File: src/rtl/arb_pkg.sv
// rtl/arb_pkg.sv - shared constants and helpers for the parameterised priority arbiter
//
// Purpose: arbitration mode encodings and a width helper used by the interface,
//          the picker and the top level.
// Ports:   none (package).

package arb_pkg;

  localparam logic ARB_MODE_FIXED = 1'b0;
  localparam logic ARB_MODE_RR    = 1'b1;

  // Bits needed to index n items, never less than 1 so a 1-bit field still exists.
  function automatic int clog2(input int n);
    int r;
    r = 0;
    for (int i = 0; i < 31; i++) begin
      if ((1 << i) < n) r = i + 1;
    end
    if (r < 1) r = 1;
    return r;
  endfunction

endpackage

File: src/rtl/param_priority_arbiter_if.sv
// rtl/param_priority_arbiter_if.sv - request/grant bundle between masters and the arbiter
//
// Purpose: groups mode, request vector and grant outputs of the arbiter.
// Ports (signals):
//   mode      - 0 fixed priority, 1 round-robin (driven by the requester side)
//   req       - per-requester level request (driven by the requester side)
//   gnt       - registered one-hot grant (driven by the arbiter)
//   gnt_id    - binary index of the grant, 0 when idle (driven by the arbiter)
//   gnt_valid - grant present (driven by the arbiter)
// Modports: master = requester side, slave = arbiter side.

interface param_priority_arbiter_if
  import arb_pkg::*;
#(
  parameter int N    = 4,
  parameter int ID_W = clog2(N)
);

  logic            mode;
  logic [N-1:0]    req;
  logic [N-1:0]    gnt;
  logic [ID_W-1:0] gnt_id;
  logic            gnt_valid;

  modport master (
    output mode,
    output req,
    input  gnt,
    input  gnt_id,
    input  gnt_valid
  );

  modport slave (
    input  mode,
    input  req,
    output gnt,
    output gnt_id,
    output gnt_valid
  );

endinterface

File: src/rtl/arb_prio_pick.sv
// rtl/arb_prio_pick.sv - rotated first-set search over a request vector
//
// Purpose: finds the first set bit of req_masked_i starting at base_i and
//          wrapping from N-1 back to 0. base_i=0 gives plain lowest-index priority.
// Ports:
//   req_masked_i [N]    - candidate requests
//   base_i       [ID_W] - starting index of the search (must be < N)
//   found_o             - at least one candidate set
//   idx_o        [ID_W] - index of the winner, 0 when none found

module arb_prio_pick
  import arb_pkg::*;
#(
  parameter int N    = 4,
  parameter int ID_W = clog2(N)
) (
  input  logic [N-1:0]    req_masked_i,
  input  logic [ID_W-1:0] base_i,
  output logic            found_o,
  output logic [ID_W-1:0] idx_o
);

  always_comb begin
    found_o = 1'b0;
    idx_o   = '0;
    for (int k = 0; k < N; k++) begin
      int c;
      c = int'(base_i) + k;
      if (c >= N) c = c - N;
      if (!found_o && req_masked_i[c]) begin
        found_o = 1'b1;
        idx_o   = ID_W'(c);
      end
    end
  end

endmodule

File: src/rtl/param_priority_arbiter.sv
// rtl/param_priority_arbiter.sv - N-way sticky arbiter with fixed/round-robin mode and tenure limit
//
// Purpose: registered one-hot grant among N requesters. The owner keeps the
//          grant while it requests, but after MAX_HOLD consecutive cycles it
//          yields if anyone else is waiting.
// Ports:
//   clk  - clock, rising edge
//   rst  - asynchronous active-high reset
//   bus  - slave side of param_priority_arbiter_if (mode, req in; gnt, gnt_id, gnt_valid out)

module param_priority_arbiter
  import arb_pkg::*;
#(
  parameter int N        = 4,
  parameter int MAX_HOLD = 4
) (
  input  logic                      clk,
  input  logic                      rst,
  param_priority_arbiter_if.slave   bus
);

  localparam int ID_W   = clog2(N);
  localparam int HOLD_W = clog2(MAX_HOLD + 1);
  localparam logic [HOLD_W-1:0] HOLD_MAX = HOLD_W'(MAX_HOLD);
  localparam logic [HOLD_W-1:0] HOLD_ONE = HOLD_W'(1);
  localparam logic [ID_W-1:0]   LAST_ID  = ID_W'(N - 1);

  logic [N-1:0]      gnt_q,    gnt_d;
  logic [ID_W-1:0]   id_q,     id_d;
  logic              valid_q,  valid_d;
  logic [HOLD_W-1:0] hold_q,   hold_d;
  logic [ID_W-1:0]   rr_ptr_q, rr_ptr_d;

  logic [N-1:0]    others;
  logic            owner_req;
  logic [N-1:0]    pick_req;
  logic [ID_W-1:0] pick_base;
  logic            pick_found;
  logic [ID_W-1:0] pick_idx;

  // gnt_q is one-hot or zero, so the AND tells whether the owner still requests.
  assign owner_req = |(bus.req & gnt_q);
  assign others    = bus.req & ~gnt_q;

  // A yielding owner is excluded from the search; otherwise everyone competes.
  assign pick_req  = owner_req ? others : bus.req;
  assign pick_base = (bus.mode == ARB_MODE_RR) ? rr_ptr_q : '0;

  arb_prio_pick #(
    .N    (N),
    .ID_W (ID_W)
  ) u_pick (
    .req_masked_i (pick_req),
    .base_i       (pick_base),
    .found_o      (pick_found),
    .idx_o        (pick_idx)
  );

  always_comb begin
    gnt_d    = gnt_q;
    id_d     = id_q;
    valid_d  = valid_q;
    hold_d   = hold_q;
    rr_ptr_d = rr_ptr_q;

    if (bus.req == '0) begin
      gnt_d   = '0;
      id_d    = '0;
      valid_d = 1'b0;
      hold_d  = '0;
    end else if (owner_req && (hold_q < HOLD_MAX)) begin
      hold_d = hold_q + HOLD_ONE;
    end else if (owner_req && (others == '0)) begin
      // Tenure expired but nobody is waiting: start a fresh tenure, no gap.
      hold_d = HOLD_ONE;
    end else if (pick_found) begin
      gnt_d           = '0;
      gnt_d[pick_idx] = 1'b1;
      id_d            = pick_idx;
      valid_d         = 1'b1;
      hold_d          = HOLD_ONE;
      rr_ptr_d        = (pick_idx == LAST_ID) ? '0 : pick_idx + ID_W'(1);
    end
  end

  always_ff @(posedge clk or posedge rst) begin
    if (rst) begin
      gnt_q    <= '0;
      id_q     <= '0;
      valid_q  <= 1'b0;
      hold_q   <= '0;
      rr_ptr_q <= '0;
    end else begin
      gnt_q    <= gnt_d;
      id_q     <= id_d;
      valid_q  <= valid_d;
      hold_q   <= hold_d;
      rr_ptr_q <= rr_ptr_d;
    end
  end

  assign bus.gnt       = gnt_q;
  assign bus.gnt_id    = id_q;
  assign bus.gnt_valid = valid_q;

endmodule

File: src/flat_wrapper.sv
// flat-port wrapper written by rule: the top's interface ports become plain ports
module param_priority_arbiter_flat import arb_pkg::*;
#(
  parameter int N        = 4,
  parameter int MAX_HOLD = 4
)
  (clk, rst, bus_mode, bus_req, bus_gnt, bus_gnt_id, bus_gnt_valid);
  param_priority_arbiter_if #(.N(N)) bus_i ();
  input  logic clk;
  input  logic rst;
  input wire logic [$bits(bus_i.mode)-1:0] bus_mode;
  input wire logic [$bits(bus_i.req)-1:0] bus_req;
  output wire logic [$bits(bus_i.gnt)-1:0] bus_gnt;
  output wire logic [$bits(bus_i.gnt_id)-1:0] bus_gnt_id;
  output wire logic [$bits(bus_i.gnt_valid)-1:0] bus_gnt_valid;
  assign bus_i.mode = bus_mode;
  assign bus_i.req = bus_req;
  assign bus_gnt = bus_i.gnt;
  assign bus_gnt_id = bus_i.gnt_id;
  assign bus_gnt_valid = bus_i.gnt_valid;
  param_priority_arbiter #(.N(N), .MAX_HOLD(MAX_HOLD)) u_core (.clk(clk), .rst(rst), .bus(bus_i));
endmodule
File: config.mk
export PLATFORM = sky130hd
export DESIGN_NAME = param_priority_arbiter_flat
export DESIGN_NICKNAME = d
export VERILOG_FILES = /design/src/rtl/arb_pkg.sv /design/src/rtl/param_priority_arbiter_if.sv /design/src/rtl/arb_prio_pick.sv /design/src/rtl/param_priority_arbiter.sv /design/src/flat_wrapper.sv
export SDC_FILE = /design/constraint.sdc
export NUM_CORES = 1
export LEC_CHECK = 0
export CORE_ASPECT_RATIO = 0.8
export CORE_MARGIN = 1.5
export CORE_UTILIZATION = 35
export CTS_CLUSTER_SIZE = 12
export DETAILED_ROUTE_END_ITERATION = 16
export PLACE_DENSITY = 0.65
export SLEW_MARGIN = 20
export SYNTH_ARGS = -nofsm -noshare
export SYNTH_HDL_FRONTEND = slang
export SYNTH_SLANG_ARGS = --single-unit
File: constraint.sdc
create_clock -name clk -period 2.5 [get_ports clk]
set_clock_uncertainty 0.1 [all_clocks]
set_input_delay 0.25 -clock clk [delete_from_list [all_inputs] [get_ports clk]]
set_output_delay 0.25 -clock clk [all_outputs]
set_load 0.01 [all_outputs]
Yosys cells after proc, flatten, opt, wreduce, memory -nomap -nowiden
Index checks and enable logic that the tools add are counted.
- add/subtract/negate cells: 9
- $lt $le $gt $ge: 11
- equality and inequality tests: 3
- multiplexer cells: 45
- bitwise operators: 6
- reduce and logical (&&, ||, !) cells: 16
- operators by type and width (cell ; count):
    less-than comparator 32 x 4 -> 1 bit (second input constant) ; 4
    2-to-1 mux 32 bit ; 4
    2-to-1 mux 2 bit ; 10
    2-to-1 mux 4 bit ; 5
    2-to-1 mux 1 bit ; 17
    2-to-1 mux 3 bit ; 4
    subtractor 3 x 3 -> 4 bit (second input constant) ; 3
    greater-or-equal comparator 3 bit (second input constant) ; 3
    AND 4 bit ; 2
    binary-select mux 1 bit (select 2 bit) ; 4
    logical NOT 4 bit ; 2
    adder 2 x 2 -> 3 bit (second input constant) ; 2
    logical AND 1 bit ; 6
    inequality test 2 x 1 -> 1 bit (second input constant) ; 2
    inverter 4 bit ; 1
    AND reduction 4 bit ; 1
    nonzero test 4 bit ; 1
    OR reduction 4 bit ; 1
    subtractor 2 x 3 -> 4 bit (second input constant) ; 1
    adder 2 x 1 -> 3 bit (second input constant) ; 1
    adder 3 x 1 -> 3 bit (second input constant) ; 1
    greater-or-equal comparator 2 x 3 -> 1 bit (second input constant) ; 1
    logical NOT 1 bit ; 3
    less-than comparator 2 x 3 -> 1 bit (second input constant) ; 1
    other kinds (8) ; 10
- register bits after elaboration: 12
- word-level logic and storage cells: 95

Longest topological paths before layout
- depth in word-level cells: 24
- depth in mapped cells: 9

Hierarchy
Synthesis repeated with hierarchy kept, for this count alone.
- cell total of the unflattened synthesis: 91
- area total of the unflattened synthesis: 822.0 um^2
- modules (own cells, without submodules) (module ; instances ; cells each ; area an instance (um^2)):
    param_priority_arbiter ; 1 ; 76 ; 744.5
    arb_prio_pick ; 1 ; 15 ; 77.6

Worst setup path after synthesis
No wires, ideal clock.
- path kind: register -> register
- from: register u_core.rr_ptr_q[0]
- to: register u_core.rr_ptr_q[1]
- data arrival time: 2289 ps
- data required time: 2275 ps
- slack: -14 ps
- cell stages (with the launch flop): 10
- buffers on the path: 2
- path through: dfrtp_1 -> buf_6 -> and2_4 -> buf_6 -> mux2_4 -> and2b_4 -> nor3_4 -> mux2_1 -> ha_1 -> mux2_2
- cells in the longest elaborated chain, start to end: 18
- elaborated cells on any way between the ends: 46
- classes of those cells: add/sub: 8; order compare: 4; eq/ne: 1; mux: 26; reduce/logical: 7
- ends and longest elaborated chain (what ; line ; RTL):
    start: declaration ; param_priority_arbiter.sv:32 ; logic [ID_W-1:0] rr_ptr_q, rr_ptr_d;
    start signal: assignment ; param_priority_arbiter.sv:98 ; rr_ptr_q <= rr_ptr_d;
    2-to-1 mux 2 bit * ; param_priority_arbiter.sv:47 ; assign pick_base = (bus.mode == ARB_MODE_RR) ? rr_ptr_q : '0;
    parallel branches: the longest is 17 deep, another holds subtractor 3 x 3 -> 4 bit ; -- ;
Mark *: on every way between the ends. The select of a mux whose other input is x is not followed.
A chain may end at the register's enable or synchronous reset.

Final worst setup path
Ends and elaborated chain as after synthesis.

==> flow_summary.ini <==
[logic_synthesis]
async_flop_share_pct = 100
yosysWarnings = 0
syn_nets = 98
synth_flop_cell = dfrtp_1
syn_area_um2 = 876
yosysUniqueCellTypes = 43
synth_edf_count = 0
ys_seq_area_share_pct = 34.3
ys_seq_elements = 12
synth_area_per_cell_um2 = 10.2
syn_inst = 86

[timing]
finalHoldViolCount = 0
rsz0062_at_grt = true
finalSetupViolations = 0
tightestPinTransition_ns = 0.439
fmax_mhz = 403
period_minus_slack_ns = 2.48
timing.slew.headroom_pct = 70.4
slew_viol_final = 0
hold_slack_ns = 0.169
period_share_pct = 99.3

[cts]
cts_made_buffers = 3
cts_hold_buf = 0
cts_tree = done
clkTransAtPathRegs_ns = 0.08
cts_buffer_depth = 2
root_buffer = clkbuf_4
htreeDepth = 1
cts_sinks = 12
clock_latency_ns = 0.27

[detailed_routing]
ant_nets = 0
drcViolationCount = 0
drt-pass1-iter-count = 4
drt_iter0_markers = 14
wire_per_inst_um = 14.9
vias = 810
wirelength_um = 2280
vias_per_cell = 5.29

[finish]
fill_cells = 228
final_common_cell = buf_4
final_nets = 139
antenna_cells = 0
fin_area_um2 = 1300
drive_gt1_share_pct = 36.5
multi_input_area_um2 = 579
fin_util_pct = 54.1
syn2layout_area_growth_pct = 48.3
seq_area_um2 = 303
layout_common_cells = buf_4, clkdlybuf4s50_1, dfrtp_1, nand2b_1

[pwr]
p_comb_share_pct = 69.0
internal-power_uw = 997
leakage_nw = 0.586
peakVddDrop_v = 0.000563
p_sw_uw = 613
seq_power_share_pct = 21.5
p_total_mw = 1.61
cellPowerDensity_nw_per_um2 = 1240
swShare_pct = 38.1
clkPwrFrac_pct = 9.5

[placement]
port_buffers = 13
gp_congestion = 0.793
place_hpwl_um = 1690
dpl_cell_area_um2 = 1170

[worst_setup_path]
crit_slowest_cell = dfrtp_2
cp.required_ns = 2.56
worst-setup-path-type = reg -> reg
worstPathArrival_ns = 2.54
start_kind = register
path_cells = xor2_2 -> a221o_1 -> and4b_4 -> nor3_4 -> mux2_4 -> ha_4 -> mux2_4
crit_fanout = 6
path_delay_family = multiplexers
end_kind = register
crit_top_cell = mux2_4
max_stage_delay_ns = 0.47
rrSetupSlack_ns = 0.02
critPathBufInv = 0

[floorplan]
die_y_um = 47.7
io_pins = 14
die_x_um = 58.9
placementRows = 16
die-area_um2 = 2810
start_util_pct = 36.5
core_area_um2 = 2400

[outcome]
outcome = finished, final reports clean

[global_route]
overflow = 0
grt_pass1_vias = 795
grt_first_pass_wirelength_um = 3680
grt_max_degree = 13
grt_util_all_layers_pct = 18.6
antenna_found_initial = 0

[hold_path]
hp-class = in -> async

[run]
cap_violations = 0
## power groups by stage
stage | sequential (mW) | clock [mW] | combinational (mW)
after floorplan | 0.336 | 0 | 0.560
after global placement | 0.338 | 0 | 0.891
after detailed placement | 0.341 | 0 | 0.903
final | 0.346 | 0.152 | 1.11
after global routing | 0.358 | 0.166 | 1.21
after CTS | 0.342 | 0.154 | 1.04
## cells by family after synthesis
| group | Yosys count | share of synthesized area [%] |
|---|---|---|
| AO/OA/AOI/OAI | 23 | 19.3 |
| adder cells (fa/ha/maj) | 5 | 7.14 |
| AND/OR/NAND/NOR | 33 | 26.1 |
| buffers and inverters | 7 | 5.14 |
| multiplexers | 5 | 7.00 |
| XOR/XNOR | 1 | 1.00 |
| flip-flops | 12 | 34.3 |
## routing by layer
layer | wire length (um) | track usage (%) | part of all wire (%)
met5 | 0 | 0 | 0
met4 | 31 | 5.91 | 1.4
met3 | 100 | 5.68 | 4.4
met2 | 1040 | 30.7 | 45
met1 | 1120 | 23.9 | 49
## area by class of cell
type	instances	share of cell area, %
clock buffer	4	2.79
inverter	3	0.867
multi-input combinational	67	44.6
sequential	12	23.3
tap	27	2.60
timing repair buffer	40	25.8
## per-stage QoR
| step | setup TNS [ns] | std cells | setup WS, ns |
|---|---|---|---|
| 2_1_floorplan | 0 | 86 | 0.0144 |
| 3_3_place_gp | -0.880 | 143 | -0.326 |
| 3_5_place_dp | -1.24 | 143 | -0.406 |
| 4_1_cts | -0.00555 | 153 | -0.00555 |
| 5_1_grt | -0.101 | 153 | -0.0563 |
| 6_report | 0 | 153 | 0.0182 |
## worst paths after layout
kind / from / to / depth (start not counted)
max in group asynchronous: rst / u_core.rr_ptr_q[1] / 2
worst min-delay path: rst / u_core.hold_q[0] / 2
worst max-delay path: u_core.rr_ptr_q[0] / u_core.rr_ptr_q[1] / 7
min in group clk: u_core.hold_q[0] / u_core.hold_q[0] / 1
worst max register to register: u_core.rr_ptr_q[0] / u_core.rr_ptr_q[1] / 7
worst min register to register: u_core.hold_q[0] / u_core.hold_q[0] / 1
## sequential cells by signal, indices dropped and copies added, names as in the netlist
name	count
u_core.bus.gnt	4
u_core.hold_q	3
u_core.bus.gnt_id	2
u_core.bus.gnt_valid	1
u_core.rr_ptr_q	2
## worst reg2reg max path, cell delays in order, from the launching register on
cell	delay, ns
dfrtp_2	0.47
xor2_2	0.20
a221o_1	0.37
and4b_4	0.23
nor3_4	0.18
mux2_4	0.35
ha_4	0.21
mux2_4	0.25
## synthesized netlist by cell type (2+ instances only)
| master | instances | area [um2] |
|---|---|---|
| a21oi_1 | 4 | 20.0 |
| inv_1 | 3 | 11.3 |
| nor2b_1 | 2 | 12.5 |
| and2_1 | 3 | 18.8 |
| nand2b_1 | 5 | 31.3 |
| nor2_1 | 3 | 11.3 |
| ha_1 | 5 | 62.6 |
| and4_1 | 3 | 26.3 |
| dfrtp_1 | 12 | 300 |
| o21ai_0 | 2 | 10.0 |
| a22o_1 | 4 | 35.0 |
| buf_6 | 2 | 22.5 |
| a22oi_1 | 3 | 22.5 |
| o31ai_1 | 2 | 15.0 |
| nand2_1 | 4 | 15.0 |
| nand4b_1 | 2 | 17.5 |
## what timing repair did
item	in CTS	in global routing
pin swaps	4	7
hold endpoints to repair	0	0
buffers inserted	6	0
setup endpoints to repair	1	2
gates resized for setup	5	5
cloned	0	0
Note: power is estimated with default switching activity, not from simulation.
